`src/rtl/memshare_wb_addr_ctrl_if.sv`:
```
`default_nettype none
// ============================================================================
// memshare_wb_addr_ctrl_if : SCU write handshake and message-buffer write port
// Revision: 1.0
// ============================================================================
interface memshare_wb_addr_ctrl_if #(
    parameter int MSGPASS_BUFF_ADDR_WIDTH = 6,
    parameter int MSG_WIDTH               = 16,
    parameter int MEMSHARE_DRC_NUM        = 2
);
    logic                               wr_valid_i;
    logic                               wr_ready_o;
    logic [MSG_WIDTH-1:0]               wr_data_i;
    logic [MEMSHARE_DRC_NUM-1:0]        is_drc_i;
    logic [MSGPASS_BUFF_ADDR_WIDTH-1:0] drc_stride_i;
    logic                               msgPass_we_o;
    logic [MSGPASS_BUFF_ADDR_WIDTH-1:0] msgPass_waddr_o;
    logic [MSG_WIDTH-1:0]               msgPass_wdata_o;

    // SCU side: presents messages, observes the buffer write port
    modport master (
        output wr_valid_i, wr_data_i, is_drc_i, drc_stride_i,
        input  wr_ready_o, msgPass_we_o, msgPass_waddr_o, msgPass_wdata_o
    );

    // Controller side
    modport slave (
        input  wr_valid_i, wr_data_i, is_drc_i, drc_stride_i,
        output wr_ready_o, msgPass_we_o, msgPass_waddr_o, msgPass_wdata_o
    );
endinterface
`default_nettype wire

```
`src/rtl/memshare_wb_addr_ctrl.sv`:
```
`default_nettype none
// ============================================================================
// memshare_wb_addr_ctrl : write-back address controller for SCU.memShare()
// Revision: 1.0
// ============================================================================
module memshare_wb_addr_ctrl #(
    parameter int MSGPASS_BUFF_ADDR_WIDTH = 6,
    parameter int MSG_WIDTH               = 16,
    parameter int MEMSHARE_DRC_NUM        = 2,
    parameter int MEMSHARE_DRC1           = 1,
    parameter int MSGPASS_ADDR_BASE       = 0,
    parameter int ADDR_DEPTH              = 48,
    parameter int CNT_WIDTH               = $clog2(ADDR_DEPTH+1)
) (
    input  wire logic                 sys_clk,
    input  wire logic                 rstn,
    input  wire logic                 scu_begin_i,
    input  wire logic                 scu_end_i,
    memshare_wb_addr_ctrl_if.slave    wr_if,
    output logic                      wb_done_o,
    output logic [CNT_WIDTH-1:0]      wb_count_o,
    output logic                      wb_ovf_o
);
    localparam int AW = MSGPASS_BUFF_ADDR_WIDTH;
    localparam int LIMIT_INT = MSGPASS_ADDR_BASE + ADDR_DEPTH;
    localparam logic [AW:0]          LIMIT     = (AW+1)'(LIMIT_INT);
    localparam logic [AW:0]          DEPTH_EXT = (AW+1)'(ADDR_DEPTH);
    localparam logic [AW-1:0]        BASE_ADDR = AW'(MSGPASS_ADDR_BASE);
    localparam logic [CNT_WIDTH-1:0] DEPTH_CNT = CNT_WIDTH'(ADDR_DEPTH);
    localparam logic [CNT_WIDTH-1:0] CNT_MAX   = {CNT_WIDTH{1'b1}};

    typedef enum logic [1:0] {
        ST_IDLE   = 2'd0,
        ST_ACTIVE = 2'd1,
        ST_DRAIN  = 2'd2
    } state_t;

    state_t                 state_q, state_d;
    logic [AW-1:0]          ptr_q, ptr_d;
    logic                   ready_q, ready_d;
    logic                   done_q, done_d;
    logic [CNT_WIDTH-1:0]   count_q, count_d;
    logic                   ovf_q, ovf_d;
    logic                   we_q, we_d;
    logic [AW-1:0]          waddr_q, waddr_d;
    logic [MSG_WIDTH-1:0]   wdata_q, wdata_d;

    logic                   accept;
    logic [AW-1:0]          step;
    logic [AW:0]            sum;
    logic [AW-1:0]          ptr_next;
    logic                   drc_unused;

    // Only the DRC1 flag steers the pointer; other flags are don't-care here
    assign drc_unused = ^wr_if.is_drc_i;

    always_comb begin
        state_d = state_q;
        ptr_d   = ptr_q;
        count_d = count_q;
        ovf_d   = ovf_q;
        waddr_d = waddr_q;
        wdata_d = wdata_q;

        // A restart in the same cycle wins over any presented write
        accept   = ready_q && wr_if.wr_valid_i && !scu_begin_i;
        step     = wr_if.is_drc_i[MEMSHARE_DRC1] ? wr_if.drc_stride_i : AW'(1);
        sum      = {1'b0, ptr_q} + {1'b0, step};
        ptr_next = (sum >= LIMIT) ? AW'(sum - DEPTH_EXT) : sum[AW-1:0];
        we_d     = accept;

        if (accept) begin
            waddr_d = ptr_q;
            wdata_d = wr_if.wr_data_i;
            ptr_d   = ptr_next;
            if (count_q == DEPTH_CNT) begin
                ovf_d = 1'b1;
            end
            if (count_q != CNT_MAX) begin
                count_d = count_q + CNT_WIDTH'(1);
            end
        end

        case (state_q)
            ST_IDLE:   state_d = ST_IDLE;
            ST_ACTIVE: if (scu_end_i) state_d = ST_DRAIN;
            ST_DRAIN:  state_d = ST_IDLE;
            default:   state_d = ST_IDLE;
        endcase

        if (scu_begin_i) begin
            state_d = ST_ACTIVE;
            ptr_d   = BASE_ADDR;
            count_d = '0;
            ovf_d   = 1'b0;
        end

        ready_d = (state_d == ST_ACTIVE);
        done_d  = (state_d == ST_DRAIN);
    end

    always_ff @(posedge sys_clk) begin
        if (!rstn) begin
            state_q <= ST_IDLE;
            ptr_q   <= BASE_ADDR;
            ready_q <= 1'b0;
            done_q  <= 1'b0;
            count_q <= '0;
            ovf_q   <= 1'b0;
            we_q    <= 1'b0;
            waddr_q <= BASE_ADDR;
            wdata_q <= '0;
        end else begin
            state_q <= state_d;
            ptr_q   <= ptr_d;
            ready_q <= ready_d;
            done_q  <= done_d;
            count_q <= count_d;
            ovf_q   <= ovf_d;
            we_q    <= we_d;
            waddr_q <= waddr_d;
            wdata_q <= wdata_d;
        end
    end

    assign wr_if.wr_ready_o      = ready_q;
    assign wr_if.msgPass_we_o    = we_q;
    assign wr_if.msgPass_waddr_o = waddr_q;
    assign wr_if.msgPass_wdata_o = wdata_q;
    assign wb_done_o             = done_q;
    assign wb_count_o            = count_q;
    assign wb_ovf_o              = ovf_q;
endmodule
`default_nettype wire

```
`src/flat_wrapper.sv`:
```
// flat-port wrapper written by rule: the top's interface ports become plain ports
module memshare_wb_addr_ctrl_flat 
#(
    parameter int MSGPASS_BUFF_ADDR_WIDTH = 6,
    parameter int MSG_WIDTH               = 16,
    parameter int MEMSHARE_DRC_NUM        = 2,
    parameter int MEMSHARE_DRC1           = 1,
    parameter int MSGPASS_ADDR_BASE       = 0,
    parameter int ADDR_DEPTH              = 48,
    parameter int CNT_WIDTH               = $clog2(ADDR_DEPTH+1)
)
  (sys_clk, rstn, scu_begin_i, scu_end_i, wb_done_o, wb_count_o, wb_ovf_o, wr_if_wr_valid_i, wr_if_wr_data_i, wr_if_is_drc_i, wr_if_drc_stride_i, wr_if_wr_ready_o, wr_if_msgPass_we_o, wr_if_msgPass_waddr_o, wr_if_msgPass_wdata_o);
  memshare_wb_addr_ctrl_if #(.MSGPASS_BUFF_ADDR_WIDTH(MSGPASS_BUFF_ADDR_WIDTH), .MSG_WIDTH(MSG_WIDTH), .MEMSHARE_DRC_NUM(MEMSHARE_DRC_NUM)) wr_if_i ();
  input  wire logic sys_clk;
  input  wire logic rstn;
  input  wire logic scu_begin_i;
  input  wire logic scu_end_i;
  output logic wb_done_o;
  output logic [CNT_WIDTH-1:0] wb_count_o;
  output logic wb_ovf_o;
  input wire logic [$bits(wr_if_i.wr_valid_i)-1:0] wr_if_wr_valid_i;
  input wire logic [$bits(wr_if_i.wr_data_i)-1:0] wr_if_wr_data_i;
  input wire logic [$bits(wr_if_i.is_drc_i)-1:0] wr_if_is_drc_i;
  input wire logic [$bits(wr_if_i.drc_stride_i)-1:0] wr_if_drc_stride_i;
  output wire logic [$bits(wr_if_i.wr_ready_o)-1:0] wr_if_wr_ready_o;
  output wire logic [$bits(wr_if_i.msgPass_we_o)-1:0] wr_if_msgPass_we_o;
  output wire logic [$bits(wr_if_i.msgPass_waddr_o)-1:0] wr_if_msgPass_waddr_o;
  output wire logic [$bits(wr_if_i.msgPass_wdata_o)-1:0] wr_if_msgPass_wdata_o;
  assign wr_if_i.wr_valid_i = wr_if_wr_valid_i;
  assign wr_if_i.wr_data_i = wr_if_wr_data_i;
  assign wr_if_i.is_drc_i = wr_if_is_drc_i;
  assign wr_if_i.drc_stride_i = wr_if_drc_stride_i;
  assign wr_if_wr_ready_o = wr_if_i.wr_ready_o;
  assign wr_if_msgPass_we_o = wr_if_i.msgPass_we_o;
  assign wr_if_msgPass_waddr_o = wr_if_i.msgPass_waddr_o;
  assign wr_if_msgPass_wdata_o = wr_if_i.msgPass_wdata_o;
  memshare_wb_addr_ctrl #(.MSGPASS_BUFF_ADDR_WIDTH(MSGPASS_BUFF_ADDR_WIDTH), .MSG_WIDTH(MSG_WIDTH), .MEMSHARE_DRC_NUM(MEMSHARE_DRC_NUM), .MEMSHARE_DRC1(MEMSHARE_DRC1), .MSGPASS_ADDR_BASE(MSGPASS_ADDR_BASE), .ADDR_DEPTH(ADDR_DEPTH), .CNT_WIDTH(CNT_WIDTH)) u_core (.sys_clk(sys_clk), .rstn(rstn), .scu_begin_i(scu_begin_i), .scu_end_i(scu_end_i), .wr_if(wr_if_i), .wb_done_o(wb_done_o), .wb_count_o(wb_count_o), .wb_ovf_o(wb_ovf_o));
endmodule
```
`config.mk`:
```
export PLATFORM = sky130hd
export DESIGN_NAME = memshare_wb_addr_ctrl_flat
export DESIGN_NICKNAME = d
export VERILOG_FILES = /design/src/rtl/memshare_wb_addr_ctrl_if.sv /design/src/rtl/memshare_wb_addr_ctrl.sv /design/src/flat_wrapper.sv
export SDC_FILE = /design/constraint.sdc
export NUM_CORES = 1
export LEC_CHECK = 0
export CORE_ASPECT_RATIO = 2
export CORE_MARGIN = 1.5
export CORE_UTILIZATION = 30
export DETAILED_ROUTE_END_ITERATION = 10
export PLACE_DENSITY_LB_ADDON = 0.3
export SLEW_MARGIN = 0
export SYNTH_ARGS = -nofsm -noshare
export SYNTH_HDL_FRONTEND = slang
export SYNTH_SLANG_ARGS = --single-unit
```
`constraint.sdc`:
```
create_clock -name sys_clk -period 5.8 [get_ports sys_clk]
set_input_delay 1.16 -clock sys_clk [delete_from_list [all_inputs] [get_ports sys_clk]]
set_output_delay 1.16 -clock sys_clk [all_outputs]
set_load 0.01 [all_outputs]
```
; ---- Yosys cells after proc, flatten, opt, wreduce, memory -nomap -nowiden
; Cells that the tools add are included.
[op_classes]
add_sub_neg = 3
order_cmp = 1
n_eq_ne = 5
n_mux = 5
bitwise_logic = 1
reduce_logical = 6
[ops]
columns = op, count
row1 = two-way mux 6 bit, 2
row2 = adder 6 x 6 -> 7 bit, 1
row3 = ">= comparator 7 x 6 -> 1 bit, second input constant", 1
row4 = "adder 6 x 1 -> 6 bit, second input constant", 1
row5 = "equality test 6 bit, second input constant", 1
row6 = two-way mux 2 bit, 3
row7 = "!= test 6 bit, second input constant", 1
row8 = "subtractor 6 bit, second input constant", 1
row9 = "equality test 2 x 1 -> 1 bit, second input constant", 2
row10 = AND reduction 2 bit, 2
row11 = "equality test 2 bit, second input constant", 1
row12 = logical AND 1 bit, 2
row13 = OR reduction 2 bit, 1
row14 = logical NOT 1 bit, 1
row15 = inverter 1 bit, 1
[totals]
ff_bits = 40
in_bits = 29
output_inout_bits = 32
word_cells = 30

; ---- Depth between registers and ports, before layout
[depth]
ltp_word = 4
depth_mapped = 13
depth_no_buf = 13

; ---- Worst setup path before layout
; No wires, ideal clock.
[synth_path]
path_type = input port to flip-flop
startpoint = input wr_if_drc_stride_i[0]
endpoint = register u_core.ptr_q[5]
setup_ns = 0.059
t_arrival_ns = 3.267
setup_slack_ns = 2.473
path_stages = 13
n_path_buf = 0
path_cell_list = nand2b_1 ha_1 inv_1 fa_1 nand2b_1 a21oi_1 xnor2_1 inv_1 ha_1 o2111ai_2 o211ai_2 a2111oi_2 o31a_1
[synth_via]
elab_chain_len = 4
elab_cells_between_ends = 5
classes_between = add/sub: 2 / order compare: 1 / mux: 2
[synth_rtl]
columns = item, line
row1 = start: declaration, flat_wrapper.sv:24  ; input wire logic [$bits(wr_if_i.drc_stride_i)-1:0] wr_if_drc_stride_i;
row2 = two-way mux 6 bit (*), memshare_wb_addr_ctrl.sv:67  ; step = wr_if.is_drc_i[MEMSHARE_DRC1] ? wr_if.drc_stride_i : AW'(1);
row3 = adder 6 x 6 -> 7 bit (*), memshare_wb_addr_ctrl.sv:68  ; sum = {1'b0, ptr_q} + {1'b0, step};
row4 = subtractor 6 bit / >= comparator 7 x 6 -> 1 bit (equally long branches), memshare_wb_addr_ctrl.sv:69  ; ptr_next = (sum >= LIMIT) ? AW'(sum - DEPTH_EXT) : sum[AW-1:0];
row5 = two-way mux 6 bit (*), memshare_wb_addr_ctrl.sv:69
row6 = end signal: assignment, memshare_wb_addr_ctrl.sv:115  ; ptr_q <= ptr_d;
row7 = end: declaration, memshare_wb_addr_ctrl.sv:39  ; logic [AW-1:0] ptr_q, ptr_d;
; Mark *: on every way between the ends. The rest lies on a longest branch, timed or not.
; A chain may end at the register's enable or synchronous reset.

; ---- Worst setup path in the final report
[layout_path]
startpoint = input wr_if_is_drc_i[1]
endpoint = register u_core.ptr_q[5]
[layout_via]
elab_chain_len = 4
elab_cells_between_ends = 5
classes_between = add/sub: 2 / order compare: 1 / mux: 2
[layout_rtl]
columns = item, line
row1 = start: declaration, flat_wrapper.sv:23  ; input wire logic [$bits(wr_if_i.is_drc_i)-1:0] wr_if_is_drc_i;
row2 = two-way mux 6 bit (*), memshare_wb_addr_ctrl.sv:67
row3 = adder 6 x 6 -> 7 bit (*), memshare_wb_addr_ctrl.sv:68
row4 = subtractor 6 bit / >= comparator 7 x 6 -> 1 bit (equally long branches), memshare_wb_addr_ctrl.sv:69
row5 = two-way mux 6 bit (*), memshare_wb_addr_ctrl.sv:69
; Marks and branches as above.

==> flow_summary_export.csv <==
group,metric,value,unit
sta,setup_viol,0,
sta,fin_skew,0.00630,ns
sta,final_hold_viol_count,0,
power,power,0.000661,W
logic_synthesis,synth_area,1850,um2
clocking,htree_levels,2,
worst_setup_path,worstPathMaxFanout,6,
routing,wl_per_cell,12.9,um
worst_hold_path,hold_class,"reg2reg",
floorplan,core-area,5960,um2
logic_synthesis,syn-num-nets,256,
floorplan,die-height,114,um
floorplan,start_util,31.0,%
logic_synthesis,avgSynthCellArea,8.51,um2
worst_setup_path,cpPeakStageDelay,0.49,ns
worst_setup_path,start_kind,"primary input",
clocking,cts_buffers,5,
logic_synthesis,synth-seq-cells,40,
worst_setup_path,crit_path_end_kind,"flop",
worst_setup_path,crit_family,"compound AO/OA/AOI/OAI gates",
global_route,grtUsageTotal,13.6,%
placed_design,place_hpwl,3240,um
routing,routed-via-count,1612,
clocking,cts.path.max_buffers,2,
sta,drv_slew,0,
logic_synthesis,synth_top_area_share,43.4,%
logic_synthesis,synth_enable_flop_cells,0,
clocking,clkSinkCount,40,
routing,firstDrtPassIters,3,
status,status,"finished clean",
logic_synthesis,synth_cell_types,39,
sta,worstMarginPinSlew,0.660,ns
logic_synthesis,seq_area_frac_synth,43.4,%
power,vdd_drop_max,0.166,mV
routing,drtIter0Drc,21,
clocking,ctsHoldBuffers,0,
sta,tns,0,ns
worst_setup_path,cp.required,6.02,ns
final_layout,nNetsFinal,315,
routing,drc,0,
global_route,overflow,0,
sta,rsz0062_at_grt,"false",
logic_synthesis,synth-warning-count,0,
final_layout,num_antenna_cells,0,
logic_synthesis,ys_async_sr_fraction,0,%
worst_setup_path,rrSetupSlack,3.14,ns
routing,via_per_inst,4.74,
global_route,grt_pass1_vias,1510,
placed_design,portBuffers,59,
floorplan,die_area,6660,um2
sta,min_period,3.80,ns
logic_synthesis,ys.flop_type,"dfxtp_1",
logic_synthesis,synthTopCellsByArea,"dfxtp_1 (43%), nand2_1 (10%), a21boi_0 (8.9%), ha_1 (6.1%), nor2_1 (4.7%)",
routing,finalWirelength,4380,um
clocking,tritoncts,"yes",
final_layout,area_growth,44.3,%
clocking,ctsResizeCount,0,
flow_run,maxCapViolCount,0,
sta,timing.final.crit_share,65.5,%
logic_synthesis,yosysTopAreaCell,"dfxtp_1",
sta,holdWs,0.458,ns
final_layout,drive_gt1_share,7.22,%
worst_setup_path,worst-setup-path-type,"in2reg",
logic_synthesis,synth_cells,217,
routing,detail-route-antenna-nets,0,
clocking,cts_setup_buffers,0,
sta,max_freq,0.263,GHz
worst_setup_path,arrival,4.02,ns
power,leakagePower,0.940,nW
floorplan,die_w,58.5,um
clocking,clk_pin_slew,0.06,ns
worst_setup_path,critPathSlowestCell,"clkdlybuf4s50_1",
worst_setup_path,cp_cell_sequence,"clkdlybuf4s50_1 -> nand2b_1 -> ha_1 -> inv_1 -> fa_1 -> nand2b_1 -> a21oi_1 -> xnor2_1 -> inv_1 -> ha_1 -> o2111ai_2 -> o211ai_2 -> a2111oi_2 -> o31a_1",
power,power_density,248,nW/um2
clocking,clock-root-buffer,"clkbuf_16",
sta,slew_headroom,56.0,%
worst_setup_path,cp.buffers_inverters,3,
global_route,grt_first_pass_wirelength,6930,um
global_route,antenna_found_initial,0,
floorplan,ios,61,
clocking,worstSkewPairLatency,0.28,ns
final_layout,utilization,44.7,%
global_route,grt_max_degree,27,
placed_design,place_congestion,0.752,
floorplan,rows,40,
## cell families after synthesis
group | after synthesis | synth area share [%]
compound gates | 42 | 17.8
flops | 40 | 43.4
xor+xnor | 7 | 3.32
simple gates | 100 | 24.1
fa+ha+maj | 10 | 7.18
mux | 1 | 0.542
buf+inv | 17 | 3.66
## worst reg2reg max path, cell delays in order, from the launching register on
cell,delay [ns]
dfxtp_1,0.37
ha_1,0.19
inv_1,0.06
fa_1,0.39
nand2b_1,0.16
a21oi_1,0.20
xnor2_1,0.22
inv_1,0.08
ha_1,0.22
o2111ai_2,0.07
o211ai_2,0.16
a2111oi_2,0.31
o31a_1,0.18
## sequential cells by signal, indices dropped and copies added, names as in the netlist
name	count
u_core.wb_done_o	1
u_core.wb_ovf_o	1
u_core.ptr_q	6
u_core.wr_if.msgPass_wdata_o	16
u_core.state_q	2
u_core.wr_if.wr_ready_o	1
u_core.wr_if.msgPass_we_o	1
u_core.wb_count_o	6
u_core.wr_if.msgPass_waddr_o	6
## metal layers
| metal | part of all wire [%] | track usage [%] | wire length, um | vias up |
|---|---|---|---|---|
| met5 | 0 | 0 | 0 | - |
| met4 | 1.7 | 5.89 | 76 | 0 |
| met3 | 2.9 | 2.38 | 126 | 4 |
| met2 | 56 | 25.4 | 2450 | 28 |
| met1 | 39 | 14.1 | 1730 | 744 |
| li1 | - | - | - | 836 |
## path summary, 6_finish.rpt
path,startpoint,end,cells past startpoint
min,u_core.wr_if.msgPass_wdata_o[4]$_SDFFE_PN0P_,u_core.wr_if.msgPass_wdata_o[4]$_SDFFE_PN0P_,2
max,wr_if_is_drc_i[1],u_core.ptr_q[5]$_SDFFE_PP0P_,14
max reg2reg,u_core.ptr_q[0]$_SDFFE_PP0P_,u_core.ptr_q[5]$_SDFFE_PP0P_,12
min reg2reg,u_core.wr_if.msgPass_wdata_o[4]$_SDFFE_PN0P_,u_core.wr_if.msgPass_wdata_o[4]$_SDFFE_PN0P_,2
## layout make-up
class                   instances  area [um2]
fillers                       608        3290
multi-input cells             160         978
flip-flops and latches         40         801
repair buffers                 61         606
clock buffers                   5         125
well taps                      63        78.8
clock inverters                 3        46.3
inverters                       8        30.0
## cells in the mapped netlist (2+ instances only)
library cell,instances
ha_1,9
xnor2_1,4
clkbuf_1,8
nand2b_1,4
nor3_1,2
a21boi_0,22
dfxtp_1,40
a21oi_1,7
nor3b_1,2
xor2_1,3
nor2b_1,2
o21a_1,2
nor2_1,23
and2_1,4
inv_1,8
nand4_1,2
nand2_1,51
nand3_1,3
## through the flow
step | cells | worst slack, ns | instance area, um2
finish | 340 | 2.00 | 2670
global route | 340 | 1.76 | 2670
CTS | 340 | 1.96 | 2670
detailed placement | 332 | 1.72 | 2490
global placement | 332 | 1.75 | 2490
floorplan | 217 | 2.47 | 1850
## power breakdown
group / internal, W / switching, W / total (W)
clock network: 0.000204 / 0.000111 / 0.000316
logic: 0.0000356 / 0.0000276 / 0.0000632
registers: 0.000279 / 0.00000287 / 0.000282
## layout by cell type, fill, tap and decap left out, types with 2 or more instances in the layout
| master | count |
|---|---|
| and2_1 | 4 |
| nor3_1 | 2 |
| o21a_1 | 2 |
| xnor2_1 | 4 |
| ha_1 | 9 |
| xor2_1 | 3 |
| nor2_1 | 23 |
| nand3_1 | 3 |
| inv_1 | 8 |
| a21boi_0 | 22 |
| nand2b_1 | 4 |
| dfxtp_1 | 40 |
| a21oi_1 | 7 |
| nand2_1 | 51 |
| nor2b_1 | 2 |
| nand4_1 | 2 |
| clkbuf_16 | 5 |
| buf_4 | 2 |
| nor3b_1 | 2 |
| clkdlybuf4s50_1 | 59 |
(Power assumes the default switching activity.)
